**config.mk**
```make
export PLATFORM = sky130hd
export DESIGN_NAME = nested_loop_counter
export DESIGN_NICKNAME = d
export VERILOG_FILES = /design/src/rtl/nested_loop_counter.sv
export SDC_FILE = /design/constraint.sdc
export NUM_CORES = 1
export LEC_CHECK = 0
export BUFFER_PORTS_ARGS = -buffer_cell sky130_fd_sc_hd__buf_2
export CAP_MARGIN = 10
export CELL_PAD_IN_SITES_DETAIL_PLACEMENT = 1
export CELL_PAD_IN_SITES_GLOBAL_PLACEMENT = 1
export CORE_ASPECT_RATIO = 1.2
export CORE_UTILIZATION = 36
export CTS_BUF_LIST = sky130_fd_sc_hd__clkbuf_16
export DETAILED_ROUTE_END_ITERATION = 12
export PLACE_DENSITY_LB_ADDON = 0.12
export SETUP_SLACK_MARGIN = 0.1
export SLEW_MARGIN = 0
export SYNTH_ARGS = -nofsm -noshare
export SYNTH_HDL_FRONTEND = slang
export SYNTH_SLANG_ARGS = --single-unit
export TNS_END_PERCENT = 50
```
**constraint.sdc**
```tcl
create_clock -name clk -period 1.9 [get_ports clk]
set_input_delay 0.285 -clock clk [delete_from_list [all_inputs] [get_ports clk]]
set_output_delay 0.285 -clock clk [all_outputs]
set_load 0.01 [all_outputs]
```
**src/rtl/nested_loop_counter.sv**
```systemverilog
// nested_loop_counter
//   Two-level loop counter that sequences MLP layer evaluation. The inner index
//   walks the inputs of a neuron and the outer index walks the neurons. Bounds
//   are captured when a pass starts. Two completion modes are available:
//   AUTO_RESTART = 0 stops with a sticky done, and AUTO_RESTART = 1 wraps and
//   pulses done once per pass.
//
// Handshake: start is accepted only in IDLE or DONE. On the cycle after an
//   accepted start, busy goes high and the counters read (0,0). While busy, each
//   cycle with en = 1 advances the indices by one step. en = 0 stalls the
//   counters. clear aborts synchronously to IDLE and has the same effect as rst.
//   When clear and start arrive together, clear wins. When start and en arrive
//   together, the start takes effect and the counters do not advance.
//
// Ports:
//   clk, rst            clock, synchronous active-high reset
//   start, clear, en    pass start, synchronous abort, advance enable
//   inner_end/outer_end last indices (inclusive), sampled on accepted start
//   inner_cnt/outer_cnt current indices
//   inner_last, last    end-of-row / end-of-pass flags (only while busy)
//   busy, done          running flag, completion flag
//   state_dbg           FSM state for observation (0 IDLE, 1 RUN, 2 DONE)
module nested_loop_counter #(
  parameter int WIDTH        = 32,
  parameter bit AUTO_RESTART = 1'b0
) (
  input  logic             clk,
  input  logic             rst,
  input  logic             start,
  input  logic             clear,
  input  logic             en,
  input  logic [WIDTH-1:0] inner_end,
  input  logic [WIDTH-1:0] outer_end,
  output logic [WIDTH-1:0] inner_cnt,
  output logic [WIDTH-1:0] outer_cnt,
  output logic             inner_last,
  output logic             last,
  output logic             busy,
  output logic             done,
  output logic [1:0]       state_dbg
);

  typedef enum logic [1:0] {
    S_IDLE = 2'd0,
    S_RUN  = 2'd1,
    S_DONE = 2'd2
  } state_t;

  localparam logic [WIDTH-1:0] ONE = {{(WIDTH-1){1'b0}}, 1'b1};

  state_t           state;
  logic [WIDTH-1:0] inner_end_q;
  logic [WIDTH-1:0] outer_end_q;

  // busy is a direct decode of the state register, so it is glitch-free.
  assign busy       = (state == S_RUN);
  assign inner_last = busy && (inner_cnt == inner_end_q);
  assign last       = inner_last && (outer_cnt == outer_end_q);
  assign state_dbg  = state;

  always_ff @(posedge clk) begin
    if (rst || clear) begin
      state       <= S_IDLE;
      inner_cnt   <= '0;
      outer_cnt   <= '0;
      inner_end_q <= '0;
      outer_end_q <= '0;
      done        <= 1'b0;
    end else begin
      case (state)
        S_IDLE, S_DONE: begin
          if (start) begin
            inner_end_q <= inner_end;
            outer_end_q <= outer_end;
            inner_cnt   <= '0;
            outer_cnt   <= '0;
            done        <= 1'b0;
            state       <= S_RUN;
          end
        end
        S_RUN: begin
          // In wrap mode, done must drop on the next edge even if en stalls.
          // It is reasserted below only when the pass ends again.
          done <= 1'b0;
          if (en) begin
            if (!inner_last) begin
              inner_cnt <= inner_cnt + ONE;
            end else if (!last) begin
              inner_cnt <= '0;
              outer_cnt <= outer_cnt + ONE;
            end else if (AUTO_RESTART) begin
              inner_cnt <= '0;
              outer_cnt <= '0;
              done      <= 1'b1;
            end else begin
              // In stop mode the counters hold at their end values.
              state <= S_DONE;
              done  <= 1'b1;
            end
          end
        end
        default: state <= S_IDLE;
      endcase
    end
  end

endmodule

```
==> results.cfg, run 1 <==
[setup_path]
r2r_end = inner_cnt[9]$_SDFFE_PP0P_
critPathMaxFanout = 2
start_kind = flop
r2r_setup_slack_ns = -0.61
end_kind = output port
cpPeakStageDelay_ns = 0.44
cp_common_cell = buf_6
cp_slowest_cell = nor4_1
path_cells = xor2_1 -> nor4_1 -> and4_4 -> nand3_4 -> buf_6 -> nor2_4 -> buf_6
critical_path_class = reg -> out
worstPathArrival_ns = 2.23
worstPathRequired_ns = 1.62
reg2reg_depth = 11
rr_startpoint = inner_end_q[15]$_SDFFE_PP0P_

[placed_design]
dp.cells = 1325
io_buffers = 138
gp_congestion = 0.8645
postPlaceCellArea_mm2 = 0.008877
post-place-ws_ns = -0.4583
hpwl_mm = 19.59

[synth]
synthCells = 842
synthFlopType = dfxtp_1
ys_seq_elements = 131
ys_types = 67
synth_seq_area_share = 0.3963
syn_area_per_cell_um2 = 7.859
synth_warnings = 0
synth-edff-count = 0
netlist_area_mm2 = 0.006618
synth-async-reset-ratio = 0
postSynthNetCount = 913

[timing]
holdWs_ns = 0.07835
fin_crit_sh = 1.323
worstMarginPinSlew_ns = 0.7245
grt_setup_unrepaired = true
setup_viol = 70
fin_ws_ns = -0.6140
fmax_mhz = 397.8
finalMaxSlewViolations = 0
slew_headroom = 0.5170
period_needed_ns = 2.514
hold_viol = 0
clock_skew_ns = 0.01236

[route]
wl_mm = 31.93
wl_met3_mm = 1.462
antenna_left = 0
drt-pass1-iter-count = 5
routedWlPerCell_um = 22.90
drc = 0
route.met2.wl_mm = 16.76
vias = 7942
avgViaCountPerCell = 5.697
topRoutingLayerUsed = met4
drt_iter0_markers = 512
met1Wirelength_mm = 11.63

[floorplanning]
die_width_um = 125.8
start_util = 0.3724
ios = 139
rows = 53
chipHeight_um = 150.5
placeableCoreArea_mm2 = 0.01777
die_area_mm2 = 0.01893

[cells_and_area]
fin_nets = 1233
syn2layout_area_growth_pct = 60.35
fin_cells = 1394
fillerInstances = 2134
drive_gt1_frac = 0.4710
num_antenna_cells = 0
stdcell_area_mm2 = 0.01061

[cts]
path_clk_slew_ns = 0.07
clockBufferDepth = 2
clock_sinks = 131
cts_tree = done
htree_num_levels = 4
numCtsBuffers = 17
cts-root-buf = clkbuf_16
clock_latency_ns = 0.44

[grt]
grt_max_degree = 66
grtUsageTotal = 0.3167
antenna_found_initial = 0
grt_remaining_overflow = 0
grt_pass1_vias = 8220
grt_first_pass_wirelength_mm = 45.26

[min_path]
whs_path_depth = 3
hold_path_class = in -> reg
min_from = inner_end[21]
min_delay_worst_endpoint = inner_end_q[21]$_SDFFE_PP0P_

[status]
violations = negative setup slack
run_status = complete, but fails checks

[power_and_ir_drop]
p_per_area_mw_per_mm2 = 681.1
leakagePower_nw = 4.611
ir_drop_mv = 0.8147

[job]
max-cap-violations = 0
logic make-up after synthesis:
| group | share of synthesized area |
|---|---|
| XOR/XNOR | 0.08470 |
| AND/OR/NAND/NOR | 0.2868 |
| flip-flops | 0.3963 |
| AO/OA/AOI/OAI | 0.1864 |
| adder cells (fa/ha/maj) | 0.003781 |
| multiplexers | 0.001513 |
| buffers and inverters | 0.04046 |
report_power, final:
| group | internal (mW) | total, mW | switching, mW |
|---|---|---|---|
| combinational | 0.556 | 1.21 | 0.653 |
| clock | 1.80 | 3.20 | 1.39 |
| sequential | 2.78 | 2.82 | 0.0363 |
| total | 5.14 | 7.23 | 2.08 |
critical path: cells and delay by family (launching register included):
kind	cells	cell delay [ns]
flip-flops	1	0.33
XOR/XNOR	1	0.19
AND/OR/NAND/NOR	4	1.00
buffers and inverters	2	0.26
repair_timing:
item | 4_1_cts | 5_1_grt
gates cloned | 3 | 3
resized for setup | 113 | 86
hold buffers | 0 | 0
pin swaps | 43 | 30
endpoints found under the setup margin | 69 | 70
setup buffers | 25 | 10
layer usage:
| metal | GRT usage | vias up |
|---|---|---|
| li1 | - | 3628 |
| met1 | 0.3330 | 3841 |
| met2 | 0.5919 | 352 |
| met3 | 0.04904 | 121 |
| met4 | 0.2006 | 0 |
| met5 | 0 | - |
synthesized netlist by cell type, types with 3 or more instances:
cell | count | share of area
o21ai_0 | 32 | 0.024
buf_4 | 5 | 0.0057
nor2b_1 | 7 | 0.0066
a31oi_1 | 14 | 0.013
nand3_2 | 4 | 0.0061
nand2_1 | 191 | 0.11
nand3_1 | 28 | 0.021
xor2_1 | 32 | 0.042
a21o_1 | 3 | 0.0034
or3_1 | 7 | 0.0066
inv_1 | 8 | 0.0045
o41ai_1 | 3 | 0.0040
o211ai_1 | 6 | 0.0068
nor2_1 | 29 | 0.016
nor4_2 | 4 | 0.0076
a21oi_1 | 84 | 0.064
a211o_1 | 4 | 0.0053
buf_1 | 7 | 0.0040
a32oi_1 | 4 | 0.0053
nor3_1 | 15 | 0.011
nor4_1 | 18 | 0.017
or4_1 | 7 | 0.0079
xnor2_1 | 32 | 0.042
o21ai_1 | 26 | 0.020
o31ai_1 | 14 | 0.016
dfxtp_1 | 131 | 0.40
and4_1 | 3 | 0.0040
buf_2 | 7 | 0.0053
and2_1 | 3 | 0.0028
and3_1 | 12 | 0.011
clkbuf_1 | 30 | 0.017
nand4_1 | 28 | 0.026
cell type report:
type / instances / area, um^2 / share of cell area
repair buffers: 352 / 2654 / 0.2501
well taps: 220 / 275.3 / 0.02594
clock buffers: 17 / 425.4 / 0.04009
inverters: 9 / 38.79 / 0.003655
multi-input cells: 651 / 4398 / 0.4145
clock inverters: 14 / 126.4 / 0.01191
flip-flops and latches: 131 / 2694 / 0.2539
registers in the layout (all words and copies together), names as in the netlist:
name,count
done,1
inner_cnt,32
inner_end_q,32
outer_cnt,32
outer_end_q,32
state_dbg,2
cells in the final DEF, fill, tap and decap left out, types with 4 or more instances in the layout:
| cell type | count |
|---|---|
| o21ai_2 | 17 |
| buf_8 | 4 |
| o211ai_1 | 6 |
| nor2b_1 | 6 |
| dfxtp_2 | 36 |
| nand3_1 | 20 |
| inv_1 | 7 |
| nor3_2 | 6 |
| o21ai_4 | 7 |
| a31oi_1 | 11 |
| nor4_4 | 5 |
| nor4_2 | 11 |
| nand2_2 | 5 |
| xor2_1 | 30 |
| buf_2 | 136 |
| a21oi_1 | 79 |
| inv_6 | 5 |
| nand3_4 | 4 |
| dfxtp_4 | 7 |
| or3_1 | 6 |
| buf_6 | 27 |
| nand2_1 | 184 |
| o21ai_1 | 31 |
| a21oi_2 | 5 |
| o31ai_1 | 8 |
| buf_12 | 10 |
| nor2_1 | 25 |
| or4_4 | 4 |
| and3_1 | 12 |
| nor4_1 | 8 |
| a211o_1 | 4 |
| nand3_2 | 8 |
| buf_4 | 170 |
| xnor2_1 | 29 |
| nor3_1 | 8 |
| o31ai_2 | 5 |
| clkbuf_16 | 19 |
| dfxtp_1 | 88 |
| nand4_1 | 28 |
stage by stage:
stage	setup TNS (ns)	power, mW	util
floorplan	-3.027	3.293	-
global placement	-20.86	3.684	0.4995
detailed placement	-19.22	3.696	0.4995
CTS	-23.80	7.116	0.5713
global route	-37.82	7.456	0.5971
finish	-32.19	7.227	0.5971
worst max path at each step:
stage,start,to,slack [ns]
2_1_floorplan,inner_cnt[26]$_SDFFE_PP0P_,inner_cnt[14]$_SDFFE_PP0P_,-0.12
6_report,inner_end_q[15]$_SDFFE_PP0P_,last,-0.61
3_5_place_dp,inner_end_q[24]$_SDFFE_PP0P_,outer_cnt[12]$_SDFFE_PP0P_,-0.46
4_1_cts,outer_end_q[5]$_SDFFE_PP0P_,last,-0.54
3_3_place_gp,inner_end_q[24]$_SDFFE_PP0P_,inner_cnt[12]$_SDFFE_PP0P_,-0.46
5_1_grt,inner_cnt[14]$_SDFFE_PP0P_,inner_cnt[9]$_SDFFE_PP0P_,-0.68
Note: power is estimated with default switching activity, not from simulation.
==> run 2: changes to the inputs <==
--- a/config.mk
+++ b/config.mk
@@ -10,6 +10,7 @@
 export CELL_PAD_IN_SITES_DETAIL_PLACEMENT = 1
 export CELL_PAD_IN_SITES_GLOBAL_PLACEMENT = 1
 export CORE_ASPECT_RATIO = 1.2
+export CORE_MARGIN = 5
 export CORE_UTILIZATION = 36
 export CTS_BUF_LIST = sky130_fd_sc_hd__clkbuf_16
 export DETAILED_ROUTE_END_ITERATION = 12
==> results.cfg, run 2 (synthesized netlist as in run 1, its figures left out) <==
[status]
run_status = complete, but fails checks
violations = negative setup slack

[power_and_ir_drop]
ir_drop_mv = 0.6005
leakagePower_nw = 4.589
p_per_area_mw_per_mm2 = 726.3

[cts]
path_clk_slew_ns = 0.06
cts-root-buf = clkbuf_16
clockBufferDepth = 2
cts_tree = done
htree_num_levels = 4
numCtsBuffers = 17
clock_sinks = 131
clock_latency_ns = 0.43

[timing]
clock_skew_ns = 0.008312
finalMaxSlewViolations = 0
fin_ws_ns = -0.6136
grt_setup_unrepaired = true
period_needed_ns = 2.514
worstMarginPinSlew_ns = 0.6701
setup_viol = 69
fin_crit_sh = 1.323
holdWs_ns = 0.08851
hold_viol = 0
fmax_mhz = 397.8
slew_headroom = 0.5533

[setup_path]
worstPathRequired_ns = 2.24
critical_path_class = reg -> reg
rr_startpoint = inner_end_q[27]$_SDFFE_PP0P_
cp_slowest_cell = or4_1
end_kind = flop
critPathMaxFanout = 3
start_kind = flop
reg2reg_depth = 10
worstPathArrival_ns = 2.85
path_cells = xor2_2 -> nor4_2 -> buf_4 -> nand4_1 -> buf_4 -> nor2_4 -> buf_6 -> nand4_1 -> or4_1 -> o211ai_1
r2r_end = outer_cnt[9]$_SDFFE_PP0P_
r2r_setup_slack_ns = -0.61
cpPeakStageDelay_ns = 0.51

[min_path]
min_delay_worst_endpoint = inner_end_q[27]$_SDFFE_PP0P_
hold_path_class = in -> reg
whs_path_depth = 3
min_from = inner_end[27]

[route]
vias = 7875
routedWlPerCell_um = 22.37
drt_iter0_markers = 515
avgViaCountPerCell = 5.665
antenna_left = 0
drc = 0
drt-pass1-iter-count = 5
wl_mm = 31.10

[placed_design]
gp_congestion = 0.8214
hpwl_mm = 19.84
post-place-ws_ns = -0.4960
io_buffers = 138

[floorplanning]
die_area_mm2 = 0.02120
placeableCoreArea_mm2 = 0.01811
chipHeight_um = 158.5
die_width_um = 133.8
start_util = 0.3655
ios = 139
rows = 54

[cells_and_area]
mostFrequentLayoutCells = nand2_1, buf_4, buf_2
drive_gt1_frac = 0.4571
syn2layout_area_growth_pct = 59.18
num_antenna_cells = 0
final_common_cell = nand2_1
fin_util = 0.5817
fin_nets = 1224

[grt]
antenna_found_initial = 0
grtUsageTotal = 0.2824
grt_first_pass_wirelength_mm = 46.11
grt_max_degree = 66
grt_pass1_vias = 8251
grt_remaining_overflow = 0

[job]
max-cap-violations = 0
## run 2: cell types whose count changed in the layout (fill, tap and decap cells not counted), sizes merged
cell,previous run,this run
bufbuf,0,3
clkbuf,19,20
buf,350,339
clkinv,5,6
bufinv,1,4
inv,15,10
## run 2: cell type report
cell class | instances | area (um^2)
fill | 2182 | 7574
clock inverter | 13 | 177.7
inverter | 9 | 35.03
multi-input combinational | 651 | 4327
tap | 224 | 280.3
sequential | 131 | 2693
clock buffer | 19 | 475.5
timing repair buffer | 343 | 2546
## run 2: worst max-delay path by stage
stage | startpoint | end | slack, ns | cells past startpoint
after floorplan | inner_cnt[26]$_SDFFE_PP0P_ | inner_cnt[14]$_SDFFE_PP0P_ | -0.12 | 9
after global placement | inner_end_q[17]$_SDFFE_PP0P_ | inner_cnt[28]$_SDFFE_PP0P_ | -0.41 | 11
after detailed placement | inner_end_q[17]$_SDFFE_PP0P_ | inner_cnt[28]$_SDFFE_PP0P_ | -0.50 | 11
after CTS | outer_end_q[5]$_SDFFE_PP0P_ | last | -0.58 | 9
after global routing | inner_end_q[20]$_SDFFE_PP0P_ | last | -0.67 | 8
final | inner_end_q[27]$_SDFFE_PP0P_ | outer_cnt[9]$_SDFFE_PP0P_ | -0.61 | 10
## run 2: worst max-delay path, delay by kind of cell (launching register included)
kind	cells	cell delay (ns)
and+or+nand+nor	5	1.29
xor gates and xnor gates	1	0.20
buffers and inverters	3	0.49
DFF	1	0.33
AOI/OAI and AO/OA	1	0.10
## run 2: metal layers
| metal | track usage | vias to the layer above | wire length [um] |
|---|---|---|---|
| li1 | - | 3619 | - |
| met1 | 0.2939 | 3848 | 11340 |
| met2 | 0.5314 | 301 | 16310 |
| met3 | 0.05215 | 107 | 1494 |
| met4 | 0.1636 | 0 | 1956 |
| met5 | 0 | - | 0 |
## run 2: per-stage QoR
step / TNS, ns / instances / total power [mW] / instance area, um^2
finish: -34.33 / 1390 / 7.651 / 10530
global route: -38.46 / 1390 / 7.875 / 10530
CTS: -28.71 / 1383 / 7.586 / 10250
detailed placement: -19.85 / 1329 / 3.704 / 8882
global placement: -18.41 / 1329 / 3.690 / 8882
floorplan: -3.027 / 842 / 3.293 / 6756
## run 2: what timing repair did
action | 4_1_cts | 5_1_grt
hold buffers | 0 | 0
resized for setup | 105 | 59
setup buffers | 17 | 8
cloned | 6 | 1
setup endpoints to repair | 70 | 70
pin swaps | 40 | 30
hold endpoints to repair | 0 | 0
## run 2: power by group
part	switching [mW]	leakage (nW)	total, mW	internal (mW)
clock network	1.34	0.316	3.69	2.35
logic	0.620	3.19	1.14	0.522
registers	0.0363	1.08	2.82	2.78
